[src/rtl/mmu_seq_ctrl.sv]
// Sequencer feeding the MMU core from the input register file and capturing its results.
// Optional watchdog in WAIT is enabled by defining MMU_TIMEOUT_EN.
module mmu_seq_ctrl #(
  parameter int NUM_IN_WORDS   = 64,
  parameter int NUM_OUT        = 160,
  parameter int TIMEOUT_CYCLES = 4096
) (
  input  logic        clk,
  input  logic        rst,
  input  logic        start_i,
  input  logic        clear_i,
  output logic [5:0]  in_addr_o,
  input  logic [31:0] in_rdata_i,
  output logic        out_we_o,
  output logic [7:0]  out_addr_o,
  output logic [8:0]  out_wdata_o,
  output logic [7:0]  mmu_input_data_o,
  output logic        mmu_valid_input_o,
  input  logic        mmu_read_ram_i,
  input  logic [8:0]  mmu_read_data_i,
  input  logic        mmu_finish_i,
  output logic        busy_o,
  output logic        done_o,
  output logic        err_o,
  output logic [7:0]  result_cnt_o
);

  localparam int NBYTES = 4 * NUM_IN_WORDS;
  localparam int BC_W   = $clog2(NBYTES);

  typedef enum logic [1:0] {S_IDLE, S_LOAD, S_WAIT, S_DONE} state_t;

  state_t          state;
  logic [BC_W-1:0] byte_cnt;
  logic [7:0]      out_cnt;
  logic            err;
  logic            out_full;
  logic            overflow;
  logic            wd_expired;

  assign out_full = (out_cnt == 8'(NUM_OUT));
  assign overflow = (state == S_WAIT) && mmu_read_ram_i && out_full;

`ifdef MMU_TIMEOUT_EN
  logic [15:0] wd_cnt;
  // Expiry only counts when the core has not finished in the very same cycle.
  assign wd_expired = (state == S_WAIT) && (wd_cnt == 16'(TIMEOUT_CYCLES - 1)) && !mmu_finish_i;
`else
  assign wd_expired = 1'b0;
`endif

  assign in_addr_o         = byte_cnt[BC_W-1:2];
  assign mmu_valid_input_o = (state == S_LOAD);
  assign mmu_input_data_o  = (state == S_LOAD) ? in_rdata_i[{byte_cnt[1:0], 3'b000} +: 8] : 8'd0;
  assign out_we_o          = (state == S_WAIT) && mmu_read_ram_i && !out_full;
  assign out_addr_o        = out_cnt;
  assign out_wdata_o       = out_we_o ? mmu_read_data_i : 9'd0;
  assign busy_o            = (state == S_LOAD) || (state == S_WAIT);
  assign done_o            = (state == S_DONE);
  assign err_o             = err;
  assign result_cnt_o      = out_cnt;

  always_ff @(posedge clk or posedge rst) begin
    if (rst) begin
      state    <= S_IDLE;
      byte_cnt <= '0;
      out_cnt  <= '0;
      err      <= 1'b0;
`ifdef MMU_TIMEOUT_EN
      wd_cnt   <= '0;
`endif
    end else begin
      case (state)
        S_IDLE: begin
          if (start_i) begin
            state    <= S_LOAD;
            byte_cnt <= '0;
            out_cnt  <= '0;
            err      <= 1'b0;
          end else if (clear_i) begin
            err <= 1'b0;
          end
        end
        S_LOAD: begin
          byte_cnt <= byte_cnt + 1'b1;
          // Core activity while bytes are still streaming is a protocol error.
          if (mmu_read_ram_i || mmu_finish_i) err <= 1'b1;
          else if (clear_i)                   err <= 1'b0;
          if (byte_cnt == BC_W'(NBYTES - 1)) begin
            state <= S_WAIT;
`ifdef MMU_TIMEOUT_EN
            wd_cnt <= '0;
`endif
          end
        end
        S_WAIT: begin
          if (out_we_o) out_cnt <= out_cnt + 1'b1;
          if (overflow || wd_expired) err <= 1'b1;
          else if (clear_i)           err <= 1'b0;
          if (mmu_finish_i || wd_expired) state <= S_DONE;
`ifdef MMU_TIMEOUT_EN
          wd_cnt <= wd_cnt + 1'b1;
`endif
        end
        S_DONE: begin
          if (start_i) begin
            state    <= S_LOAD;
            byte_cnt <= '0;
            out_cnt  <= '0;
            err      <= 1'b0;
          end else if (clear_i) begin
            state <= S_IDLE;
            err   <= 1'b0;
          end
        end
        default: state <= S_IDLE;
      endcase
    end
  end

endmodule

[config.mk]
export PLATFORM = sky130hd
export DESIGN_NAME = mmu_seq_ctrl
export DESIGN_NICKNAME = d
export VERILOG_FILES = /design/src/rtl/mmu_seq_ctrl.sv
export SDC_FILE = /design/constraint.sdc
export NUM_CORES = 1
export LEC_CHECK = 0
export BUFFER_PORTS_ARGS = -buffer_cell sky130_fd_sc_hd__clkbuf_2
export CAP_MARGIN = 25
export CORE_MARGIN = 3
export CORE_UTILIZATION = 45
export CTS_CLUSTER_SIZE = 40
export DETAILED_ROUTE_END_ITERATION = 8
export PLACE_DENSITY = 0.81
export REMOVE_ABC_BUFFERS = 1
export SYNTH_ARGS = -nofsm -noshare
export SYNTH_HDL_FRONTEND = slang
export SYNTH_SLANG_ARGS = --single-unit
[constraint.sdc]
create_clock -name clk -period 1.9 [get_ports clk]
set_input_delay 0.19 -clock clk [delete_from_list [all_inputs] [get_ports clk]]
set_output_delay 0.19 -clock clk [all_outputs]
set_load 0.02 [all_outputs]
-- Word level (Yosys, flattened, before mapping)
Cells that the tools add are included.
- add/sub/neg operators: 2
- equal/unequal tests: 11
- shift operators: 1
- multiplexer cells: 17
- reductions and logical operators: 13
- operators by type and width (kind ; number):
    $pmux 8 s2 ; 2
    $shiftx 32x6->8 ; 1
    $mux 8 ; 3
    $add 8x1->8 const B ; 2
    $eq 8x8->1 const B ; 2
    $mux 2 ; 5
    $mux 9 ; 1
    $pmux 2 s4 ; 1
    $ne 2x2->1 const B ; 3
    $eq 2x2->1 const B ; 2
    $mux 1 ; 4
    $ne 2x1->1 const B ; 2
    $reduce_and 4->1 ; 1
    $reduce_bool 2->1 ; 2
    $logic_and 1x1->1 ; 3
    $ne 3x3->1 const B ; 1
    $pmux 1 s3 ; 1
    $reduce_and 3->1 ; 1
    $eq 2x1->1 const B ; 1
    $logic_not 2->1 ; 1
    $logic_or 1x1->1 ; 2
    $reduce_and 2->1 ; 1
    $reduce_or 2->1 ; 1
    $logic_not 1->1 ; 1
- bits in registers: 19
- input bits: 47
- logic and storage cells: 48

-- Logic depth before layout (Yosys ltp)
- depth in word-level cells: 5
- gate-level depth with buffers: 7
- mapped depth without buffers: 6

-- Worst setup path after synthesis
OpenSTA, ideal clock, no wires.
- path type: flip-flop to output port
- from: register out_cnt[0], in the netlist out_addr_o[0]
- to: output out_wdata_o[0]
- arrival: 1.830 ns
- required time: 1.710 ns
- slack: -0.120 ns
- cell stages (with the launch flop): 7
- path buffers: 1
- cells stage by stage: dfrtp_1 > inv_1 > ha_1 > nor4bb_4 > a21oi_2 > clkbuf_1 > and2_1
- cells in the longest elaborated chain, start to end: 4
- ends and longest elaborated chain (what ; RTL line ; RTL):
    start, declared ; 35 ; logic [7:0] out_cnt;
    start signal, assigned ; 97 ; if (out_we_o) out_cnt <= out_cnt + 1'b1;
    $eq 8x8->1 ; 41 ; assign out_full = (out_cnt == 8'(NUM_OUT));
    $logic_not 1->1 ; 55 ; assign out_we_o = (state == S_WAIT) && mmu_read_ram_i && !out_full;
    $logic_and 1x1->1 ; 55 ;
    net out_we_o ; 14 ; output logic out_we_o,
    $mux 9 ; 57 ; assign out_wdata_o = out_we_o ? mmu_read_data_i : 9'd0;
    end, declared ; 16 ; output logic [8:0] out_wdata_o,
The timed path passes the listed nets, and every way through them passes these cells.

-- Worst setup path in the final report
- from: register out_cnt[1], in the netlist out_addr_o[1]
- to: output out_wdata_o[1]
- cells in the longest elaborated chain, start to end: 4
- ends and longest elaborated chain (what ; RTL line):
    $eq 8x8->1 ; 41
    $logic_not 1->1 ; 55
    $logic_and 1x1->1 ; 55
    $mux 9 ; 57
No other way between the ends.

==> impl_metrics.csv <==
group,metric,value,unit
route,post_drt_wl_per_cell,15.88,um
critical_path,worst-path-max-fanout,6,
yosys,synth.top_cell.area_share,28.99,%
sta,rsz0062_at_grt,"yes",
clock_tree,htreeDepth,1,
placed_design,dp_hpwl,3203,um
yosys,synth_compound_area_share,12.51,%
yosys,synth_area_per_cell,9.427,um2
run_status,violations,"negative setup slack",
sta,tightest_slew,0.7484,ns
floorplan,design.core.area,3416,um2
placed_design,io_buffers,90,
placed_design,gp_congestion,0.7728,
route,drt_iter0_drc,88,
route,routed_via_density,5.462,
yosys,yosysMostFrequentCell,"dfrtp_1",
route,routed_wl,4956,um
sta,drv_slew,0,
finish,n_antenna_cell,0,
global_routing,gr-total-overflow,0,
clock_tree,clk_path_buf_depth,2,
floorplan,io_pins,91,
critical_path,r2r-start,"out_addr_o[1]",
yosys,synthCells,174,
clock_tree,cts_tree,"built",
clock_tree,clkSinkCount,19,
route,drc_errors,0,
finish,final_cell_area,2372,um2
power,peakVddDrop,1.014,mV
yosys,async_flop_share,100.0,%
floorplan,fp.dieArea,4406,um2
clock_tree,root_buffer,"clkbuf_4",
yosys,synth-edff-count,0,
global_routing,grt.total_usage,19.09,%
floorplan,start_util,48.02,%
placed_design,placed_cell_area,2085,um2
sta,fin_hold_ws,0.2065,ns
yosys,synthTopCellsByCount,"dfrtp_1, and2_1, nand2_1",
job,maxCapViolations,0,
critical_path,crit_path_start_kind,"flip-flop",
yosys,yosys.area_share.xor_xnor,4.805,%
yosys,synth_area,1640,um2
sta,period_share,102.1,%
yosys,yosys.area_share.adder,6.102,%
clock_tree,clk_pin_slew,0.12,ns
floorplan,rows,21,
yosys,yosys-mux-area-fraction,12.89,%
floorplan,dieWidth,66.38,um
finish,areaGrowthSynthToFinish,44.62,%
finish,drive_gt1_share,56.77,%
critical_path,crit_type,"flip-flop to output port",
critical_path,cp-startpoint,"out_addr_o[1]",
finish,instances_no_fill,312,
placed_design,place_ws,0.1030,ns
route,ant_nets,0,
finish,nets,322,
global_routing,grt_max_degree,20,
critical_path,crit_required,1.71,ns
yosys,synth_top_family_by_area,"simple AND/OR/NAND/NOR gates",
critical_path,arrival,1.75,ns
clock_tree,cts_buffers,3,
route,dr.pass1.iters,4,
floorplan,die_height,66.38,um
critical_path,cp-end-kind,"output port",
sta,setup_viol,6,
global_routing,grt_pass1_wl,6624,um
sta,hold_viol_final,0,
yosys,synth_ff_type,"dfrtp_1",
min_path,hold_class,"input pin to flip-flop",
placed_design,place_inst,299,
clock_tree,clk_latency,0.32,ns
yosys,synth_cell_types,45,
power,p_per_area,1279,nW/um2
yosys,synth-simple-area-share,23.26,%
route,num_vias,1704,
sta,finalCriticalPeriod,1.941,ns
yosys,ys_ff_latch,19,
yosys,ys_warn_count,0,
global_routing,grt_pass1_vias,1508,
sta,slew_headroom,50.05,%
sta,finClkSkew,0.004887,ns
global_routing,antenna_found_initial,0,
min_path,min_from,"start_i",
sta,setup_slack,-0.04059,ns
run_status,status,"finished, violations left",
power,p_leak,1.183,nW
yosys,synthTopCellsByArea,"dfrtp_1, mux4_2, and2_1",
sta,fmax,515.3,MHz
yosys,synth_top_cell_by_area,"dfrtp_1",
yosys,yosysSeqAreaShare,28.99,%
-- cells in the final DEF (no fill, tap or decap), types with 2 or more instances in the layout --
cell type,count
clkbuf_2,72
buf_4,22
nand2_1,16
dfrtp_1,16
buf_6,13
and2_4,10
inv_1,8
nor2_1,8
and2_1,8
mux4_2,8
xor2_1,6
o21ai_1,5
nand4_1,5
ha_1,5
o21ai_0,4
o22ai_1,4
clkbuf_4,4
and3_1,3
nand3_1,3
a21oi_1,3
xnor2_1,3
inv_2,3
ha_4,3
dfrtp_2,3
a21oi_4,2
a31oi_1,2
mux2i_1,2
-- sequential cells by signal, indices dropped and copies added, names as in the netlist --
signal	count
byte_cnt	8
state	2
err_o	1
out_addr_o	8
-- layer usage --
metal	track usage [%]	share of wire, %	routed length [um]	up-vias
met4	4.315	2.1	106	0
met5	0	0	0	-
met3	4.592	6.5	322	8
li1	-	-	-	786
met1	24.95	38	1886	834
met2	31.72	53	2640	76
-- timing repair --
item	in CTS	in global routing
resized for setup	10	64
pin swaps	1	17
hold endpoints to repair	19	0
gates cloned	1	0
endpoints found under the setup margin	18	21
setup buffers	4	4
hold buffers	1	0
-- stage by stage --
step | TNS, ns | total power, W | utilization (%)
global route | -0.7040 | 0.003216 | 69.45
CTS | -0.005439 | 0.002675 | 64.29
global placement | 0 | 0.002369 | 61.03
finish | -0.1475 | 0.003034 | 69.45
detailed placement | 0 | 0.002395 | 61.03
floorplan | -1.673 | 0.001762 | -
-- report_power, final --
part	leakage (nW)	total (W)	internal, W	switching, W
registers	0.251	0.000555	0.000483	0.0000712
clock network	0.0177	0.000225	0.0000789	0.000146
logic	0.914	0.00225	0.00108	0.00118
-- worst max-delay path, cell delays in order, from the launching register on --
cell and delay, ns:
dfrtp_1 0.38, inv_2 0.06, ha_4 0.15, nor4bb_4 0.14
buf_4 0.16, a21oi_4 0.23, and2_1 0.16, clkbuf_4 0.16
-- layout make-up --
cell class / count / area [um2]
Tap cell: 46 / 57.56
Fill cell: 253 / 1044
Multi-Input combinational cell: 123 / 1077
Timing Repair Buffer: 109 / 689.4
Inverter: 11 / 41.29
Clock inverter: 1 / 5.005
Sequential cell: 19 / 479.2
Clock buffer: 3 / 22.52
-- cell families (layout without fill, tap and decap cells) --
group	after synthesis	count (layout)
buffers and inverters	33	124
flip-flops	19	19
AO/OA/AOI/OAI	30	31
AND/OR/NAND/NOR	64	64
XOR/XNOR	9	9
adder cells (fa/ha/maj)	8	8
multiplexers	11	11
-- path summary, 6_finish.rpt --
path / depth (start not counted) / endpoint / slack (ns)
setup / recovery: 7 / out_wdata_o[1] / -0.04
hold / removal: 2 / byte_cnt[2] / 0.21
setup reg to reg: 8 / out_addr_o[3] / 0.05
hold reg to reg: 1 / out_addr_o[6] / 0.58
max in group asynchronous: 3 / out_addr_o[6] / 0.87
min in group asynchronous: 3 / state[0] / 0.52
(Power assumes the default switching activity.)
